==> src/rtl/cpu_pkg.sv <==
// Shared CPU front-end definitions.
//   RESET_PC      - PC value after reset
//   INSTR_BYTES   - PC increment per sequential fetch
//   NOP_INSTR     - encoding used when an instruction slot must be filled
//   fetch_entry_t - {pc, instr} pair handed from fetch to decode
package cpu_pkg;

  localparam logic [31:0] RESET_PC    = 32'h0000_0000;
  localparam int          INSTR_BYTES = 4;
  localparam logic [31:0] NOP_INSTR   = 32'h0000_0000;

  typedef struct packed {
    logic [31:0] pc;
    logic [31:0] instr;
  } fetch_entry_t;

endpackage

==> src/rtl/sync_fifo.sv <==
// Synchronous FIFO, power-of-two depth.
//   clk, rst    - clock, asynchronous active-high reset
//   push, din   - write request and data (accepted when not full, or full with a pop)
//   pop, dout   - read request; dout shows the head entry whenever not empty
//   flush       - empties the FIFO; push/pop that cycle are ignored
//   full, empty, count - occupancy status
module sync_fifo #(
  parameter int W     = 32,
  parameter int DEPTH = 2
) (
  input  logic                     clk,
  input  logic                     rst,
  input  logic                     push,
  input  logic                     pop,
  input  logic                     flush,
  input  logic [W-1:0]             din,
  output logic [W-1:0]             dout,
  output logic                     full,
  output logic                     empty,
  output logic [$clog2(DEPTH):0]   count
);

  localparam int PW = $clog2(DEPTH);

  logic [W-1:0]  mem [DEPTH];
  logic [PW-1:0] rd_ptr;
  logic [PW-1:0] wr_ptr;
  logic          do_push;
  logic          do_pop;

  assign empty   = (count == '0);
  assign full    = (count == (PW+1)'(DEPTH));
  assign do_pop  = pop & ~empty;
  assign do_push = push & (~full | do_pop);
  assign dout    = mem[rd_ptr];

  always_ff @(posedge clk or posedge rst) begin
    if (rst) begin
      rd_ptr <= '0;
      wr_ptr <= '0;
      count  <= '0;
    end else if (flush) begin
      rd_ptr <= '0;
      wr_ptr <= '0;
      count  <= '0;
    end else begin
      if (do_push) wr_ptr <= wr_ptr + PW'(1);
      if (do_pop)  rd_ptr <= rd_ptr + PW'(1);
      count <= count + (PW+1)'(do_push) - (PW+1)'(do_pop);
    end
  end

  // Storage needs no reset: nothing is read until count says it was written.
  always_ff @(posedge clk) begin
    if (do_push && !flush) mem[wr_ptr] <= din;
  end

endmodule

==> src/rtl/fetch_unit.sv <==
// Instruction fetch stage between the PC register and decode.
//   clk, rst                       - clock, asynchronous active-high reset
//   pc / next_pc                   - current PC in, value the PC register loads next
//   imem_req_valid/ready, imem_addr - in-order fetch requests at pc
//   imem_rsp_valid, imem_rsp_data  - in-order responses (>= 1 cycle after acceptance)
//   redirect_valid, redirect_pc    - taken branch/jump; flushes queued and in-flight work
//   id_valid/ready, id_instr, id_pc - {pc, instr} handshake towards decode
module fetch_unit
  import cpu_pkg::*;
#(
  parameter int DEPTH = 2,
  parameter int AW    = 32,
  parameter int DW    = 32
) (
  input  logic          clk,
  input  logic          rst,
  input  logic [AW-1:0] pc,
  output logic [AW-1:0] next_pc,
  output logic          imem_req_valid,
  input  logic          imem_req_ready,
  output logic [AW-1:0] imem_addr,
  input  logic          imem_rsp_valid,
  input  logic [DW-1:0] imem_rsp_data,
  input  logic          redirect_valid,
  input  logic [AW-1:0] redirect_pc,
  output logic          id_valid,
  input  logic          id_ready,
  output logic [DW-1:0] id_instr,
  output logic [AW-1:0] id_pc
);

  localparam int CW = $clog2(DEPTH) + 1;

  logic [CW-1:0]    outstanding;
  logic [CW-1:0]    discard;
  logic [CW-1:0]    q_count;
  logic [CW-1:0]    tag_count;
  logic [CW+1:0]    in_use;
  logic             credit_ok;
  logic             req_fire;
  logic             rsp_drop;
  logic             rsp_keep;
  logic             q_pop;
  logic             q_full;
  logic             q_empty;
  logic             tag_full;
  logic             tag_empty;
  logic [AW-1:0]    tag_pc;
  logic [AW+DW-1:0] q_din;
  logic [AW+DW-1:0] q_dout;

  // Every slot is either queued, in flight, or owed to a discarded response;
  // limiting the sum to DEPTH is what keeps the queue from ever overflowing.
  assign in_use    = (CW+2)'(outstanding) + (CW+2)'(q_count) + (CW+2)'(discard);
  assign credit_ok = (in_use < (CW+2)'(DEPTH));

  assign imem_req_valid = credit_ok & ~redirect_valid & ~rst;
  assign req_fire       = imem_req_valid & imem_req_ready;
  assign imem_addr      = pc;

  // A response landing in the redirect cycle belongs to the old path.
  assign rsp_drop = imem_rsp_valid & (redirect_valid | (discard != '0));
  assign rsp_keep = imem_rsp_valid & ~rsp_drop;
  assign q_pop    = id_valid & id_ready & ~redirect_valid;

  always_comb begin
    next_pc = pc;
    if (redirect_valid)
      next_pc = {redirect_pc[AW-1:2], 2'b00};
    else if (req_fire)
      next_pc = pc + AW'(INSTR_BYTES);
  end

  always_ff @(posedge clk or posedge rst) begin
    if (rst) begin
      outstanding <= '0;
      discard     <= '0;
    end else begin
      outstanding <= outstanding + CW'(req_fire) - CW'(imem_rsp_valid);
      // Recomputed from outstanding so back-to-back redirects never double count.
      if (redirect_valid)
        discard <= outstanding - CW'(imem_rsp_valid);
      else if (imem_rsp_valid && (discard != '0))
        discard <= discard - CW'(1);
    end
  end

  // Tags are never flushed: discarded responses still pop their own tag.
  sync_fifo #(.W(AW), .DEPTH(DEPTH)) u_tag_fifo (
    .clk   (clk),
    .rst   (rst),
    .push  (req_fire),
    .pop   (imem_rsp_valid),
    .flush (1'b0),
    .din   (pc),
    .dout  (tag_pc),
    .full  (tag_full),
    .empty (tag_empty),
    .count (tag_count)
  );

  assign q_din = {tag_pc, imem_rsp_data};

  sync_fifo #(.W(AW+DW), .DEPTH(DEPTH)) u_instr_q (
    .clk   (clk),
    .rst   (rst),
    .push  (rsp_keep),
    .pop   (q_pop),
    .flush (redirect_valid),
    .din   (q_din),
    .dout  (q_dout),
    .full  (q_full),
    .empty (q_empty),
    .count (q_count)
  );

  assign id_valid = ~q_empty;
  assign id_pc    = q_dout[AW+DW-1:DW];
  assign id_instr = q_dout[DW-1:0];

  a_rsp_without_request: assert property (@(posedge clk) disable iff (rst)
    imem_rsp_valid |-> (outstanding != '0));
  a_rsp_into_full_queue: assert property (@(posedge clk) disable iff (rst)
    rsp_keep |-> !q_full);
  a_rsp_without_tag: assert property (@(posedge clk) disable iff (rst)
    imem_rsp_valid |-> !tag_empty);
  a_tag_overflow: assert property (@(posedge clk) disable iff (rst)
    req_fire |-> !tag_full);
  a_tag_tracks_outstanding: assert property (@(posedge clk) disable iff (rst)
    tag_count == outstanding);

endmodule

==> config.mk <==
export PLATFORM = sky130hd
export DESIGN_NAME = fetch_unit
export DESIGN_NICKNAME = d
export VERILOG_FILES = /design/src/rtl/cpu_pkg.sv /design/src/rtl/sync_fifo.sv /design/src/rtl/fetch_unit.sv
export SDC_FILE = /design/constraint.sdc
export NUM_CORES = 1
export LEC_CHECK = 0
export CAP_MARGIN = 25
export CORE_ASPECT_RATIO = 1.2
export CORE_MARGIN = 2
export CORE_UTILIZATION = 44
export DETAILED_ROUTE_END_ITERATION = 12
export GPL_TIMING_DRIVEN = 0
export HOLD_SLACK_MARGIN = 0.02
export PLACE_DENSITY = 0.76
export SYNTH_ARGS = -nofsm -noshare
export SYNTH_HDL_FRONTEND = slang
export SYNTH_SLANG_ARGS = --single-unit
==> constraint.sdc <==
create_clock -name clk -period 7.5 [get_ports clk]
set_input_delay 1.5 -clock clk [delete_from_list [all_inputs] [get_ports clk]]
set_output_delay 1.5 -clock clk [all_outputs]
set_load 0.1 [all_outputs]
==> impl_summary.txt <==
----------------------------------------------------
[Layout]
  Share of cells above drive strength 1 ... 0.222
  Area growth, synth to finish ... 39.4%
  Final Non-Filler Cells ... 1118
  Fin nets ... 954
  Number of diodes added for antenna fixing ... 0

[Detailed routing]
  Met1 wire length ... 7880 microns
  Number of nets still failing antenna checks after routing ... 0
  Count of unresolved DRC violations after routing ... 0
  Routed length per placed instance ... approximately 18 microns
  Number of detailed-route iterations in the first pass ... 4
  Length of routed met3 wiring ... 1230 microns
  Routed via count ... 5591
  Number of DRC markers in iteration 0 ... between 200 and 250
  Met2 Routed Length ... 10100 microns
  Topmost layer with routed signal wires ... met4
  Final Routed Wirelength ... 19700 microns
  Number of vias per cell ... 5.00

[CTS]
  CTS tree ... yes
  Clock Sink Count ... 204
  H-tree depth ... 1
  Resize count post-CTS ... 0
  Clock network latency to the later pin of the worst-skew pair ... about 0.48 ns
  Number of buffers inserted to repair setup after CTS ... 0
  Cell chosen for the clock root ... clkbuf_16
  Maximum count of clock buffers along a single path ... 3
  Clk pin slew, worst setup/hold paths ... 0.06 ns
  Hold buffer count at cts ... 0
  Total clock buffers created by CTS ... 21

[STA]
  Worst-case headroom to the max-slew limit ... 0.317
  Number of max-slew violations in the final report ... 0
  Transition time at the pin with the least slew margin ... slightly above 1 ns
  Fmax achieved ... 0.155 GHz
  Worst hold-check slack ... between 0.5 and 0.6 ns
  Number of hold violations in the final report ... 0
  Setup ws final ... about 1.1 ns
  Setup repair after global routing missed its margin ... no
  Setup_tns ... 0 ns
  Final-report setup violation count ... 0
  Period minus WS final ... 6.44 ns
  Final cycle utilization of the critical path ... 0.858
  Max Clock Skew ... 0.0100 ns

[Synth]
  Top area cells in the synthesized netlist ... edfxtp_1 64%, mux2_2 12%, dfrtp_1 3.4%
  Top-area cell type share of the netlist area ... 0.645
  Largest area contributor in the netlist ... edfxtp_1
  Cell Area, Synth ... 8940 sq um
  Distinct cells, synth ... 45
  Number of cells produced by synthesis ... 580
  Ys async rst share ... 0.0588
  Synth top cells by count ... 192 x edfxtp_1, 97 x mux2_2, 43 x nand2_1
  Post-synthesis net count ... 693
  Synth warn ... 0
  Sequential element share of the synthesized area ... 0.678
  Most used flip-flop cell after synthesis ... edfxtp_1
  Synthesized area per cell ... 15.4 sq um
  Count of flip-flops with a built-in enable after synthesis ... 192
  Most frequent cell after synthesis ... edfxtp_1
  Flops & latches, synth ... slightly above 200

[Min path]
  Class of the tightest hold or removal check ... register to register
  Count of cells along the worst hold path ... 1
  Worst Hold End ... u_tag_fifo.wr_ptr
  Origin of the worst min-delay path ... u_tag_fifo.wr_ptr

[Setup path]
  Crit-path max FO ... 7
  Number of cells traversed by the worst register-to-register path ... 11
  Beginning of the worst register-to-register path ... outstanding[1]
  Type of origin of the critical path ... input pin
  Worst Path Arrival ... around 4.9 ns
  Worst r2r dst ... u_tag_fifo.mem[0][12]
  Data required time at the worst endpoint ... 6.00 ns
  Class of the most critical setup path ... input pin to output pin
  CP endpoint kind ... output pin
  Internal reg-to-reg setup slack ... between 3 and 4 ns

[Pwr]
  Combinational fraction of design power ... 0.369
  Proportion of power drawn by the clock network ... 0.269
  Int Power ... ~2500 uW
  Net switching fraction of the power ... 0.368
  Leakage dissipation ... 0.00432 uW
  Sequential share of power ... 0.362
  Total power per unit cell area ... 316 nW/um^2
  Peak ir drop on the vdd network ... 0.000169 V
  Net switching component of the power ... 1450 uW

[Placement]
  Final estimated routing congestion in global placement ... roughly 0.76
  I/O Buffers ... around 230
  Cell count after placement ... 1083
  DP Worst Slack ... 1.03 ns
  Sum of net half-perimeters after detailed placement ... 14400 microns

[Global route]
  Vias in the first global route ... 5725
  Overall track demand over capacity in global routing ... 0.180
  Maximum number of pins on one net before global-route repair ... 47
  First-pass GRT wire length ... 30200 microns
  Aggregate global routing overflow ... 0
  Number of antenna violations at the first check in global routing ... 0

[Floorplan]
  Area of the die ... ~21000 sq um
  Placement Rows ... 57
  Initial core utilization ... 0.445
  Vertical die dimension ... ~160 microns
  Core outline area ... 20100 sq um
  Boundary pin count ... approximately 230
  Horizontal die dimension ... 134 microns

[Outcome]
  Status ... completed

[Flow run]
  Max-capacitance violation count ... 0

----------------------------------------------------
[power groups by stage]
stage	Combinational (uW)	Clock, uW	Sequential (uW)
global placement	1420	0	1450
floorplan	1090	0	1440
CTS	1470	1090	1420
finish	1450	1060	1420
detailed placement	1460	0	1450
global route	1530	1130	1430
[placed cells by master (no fill, tap or decap), drive strengths merged, types with 6 or more instances in the layout]
master / netlist / final
dfrtp: 12 / 12
ha: 10 / 10
inv: 12 / 13
xor2: 19 / 19
nor3: 11 / 11
nor2: 12 / 12
clkdlybuf4s50: 0 / 229
clkinv: 0 / 6
nand3: 15 / 15
clkbuf: 21 / 44
xnor2: 20 / 20
o21ai: 30 / 30
edfxtp: 192 / 192
and3: 9 / 9
buf: 36 / 45
mux2: 97 / 97
nand2: 43 / 43
nand4: 8 / 8
[stage by stage]
step,area [sq um],total power (uW),util
global route,12500,4090,0.620
global placement,11600,2870,0.575
CTS,12500,3980,0.620
floorplan,8950,2530,-
detailed placement,11800,2910,0.585
finish,12500,3940,0.620
[layer usage]
metal,up-vias,GRT usage
met5,-,0
met4,0,0.0526
met3,38,0.0343
met2,186,0.328
met1,2722,0.214
li1,2645,-
[cell families after synthesis]
logic type,synth area share
buf+inv,0.0442
flops,0.678
simple gates,0.0750
xor+xnor,0.0382
compound gates,0.0248
fa+ha+maj,0.0162
mux,0.123
[how the worst max path moves through the flow]
| stage | depth (start not counted) | slack (ns) | end | startpoint |
|---|---|---|---|---|
| after floorplan | 10 | 0.34 | next_pc[4] | outstanding[1] |
| after global placement | 4 | -1.42 | u_instr_q.wr_ptr | redirect_valid |
| after detailed placement | 9 | 1.03 | next_pc[31] | pc[5] |
| after CTS | 9 | 1.02 | next_pc[31] | pc[5] |
| after global routing | 7 | 0.89 | next_pc[8] | redirect_valid |
| final | 9 | 1.06 | next_pc[31] | pc[5] |
[flip-flops by register name (all words and copies together) (netlist names)]
| signal | cells |
|---|---|
| u_instr_q.mem | 128 |
| u_tag_fifo.mem | 64 |
| discard | 2 |
| outstanding | 2 |
| u_instr_q.count | 2 |
| u_tag_fifo.count | 2 |
| u_instr_q.rd_ptr | 1 |
| u_instr_q.wr_ptr | 1 |
| u_tag_fifo.rd_ptr | 1 |
| u_tag_fifo.wr_ptr | 1 |
[cell type report]
cell class	count	area, sq um
fillers	1584	7640
flip-flops and latches	204	6070
multi-input cells	307	2510
repair buffers	238	2450
clock buffers	23	543
plain buffers	57	350
well taps	265	332
clock inverters	12	164
inverters	12	45.0
[worst max-delay path, cell delays in order]
cell and delay (ns):
clkdlybuf4s50_1 0.65, and3_1 0.20, clkbuf_1 0.28, and4_1 0.23, clkbuf_1 0.30, nand4_1 0.23
xnor2_1 0.24, mux2_2 0.18, clkdlybuf4s50_1 1.12
(Power assumes the default switching activity.)
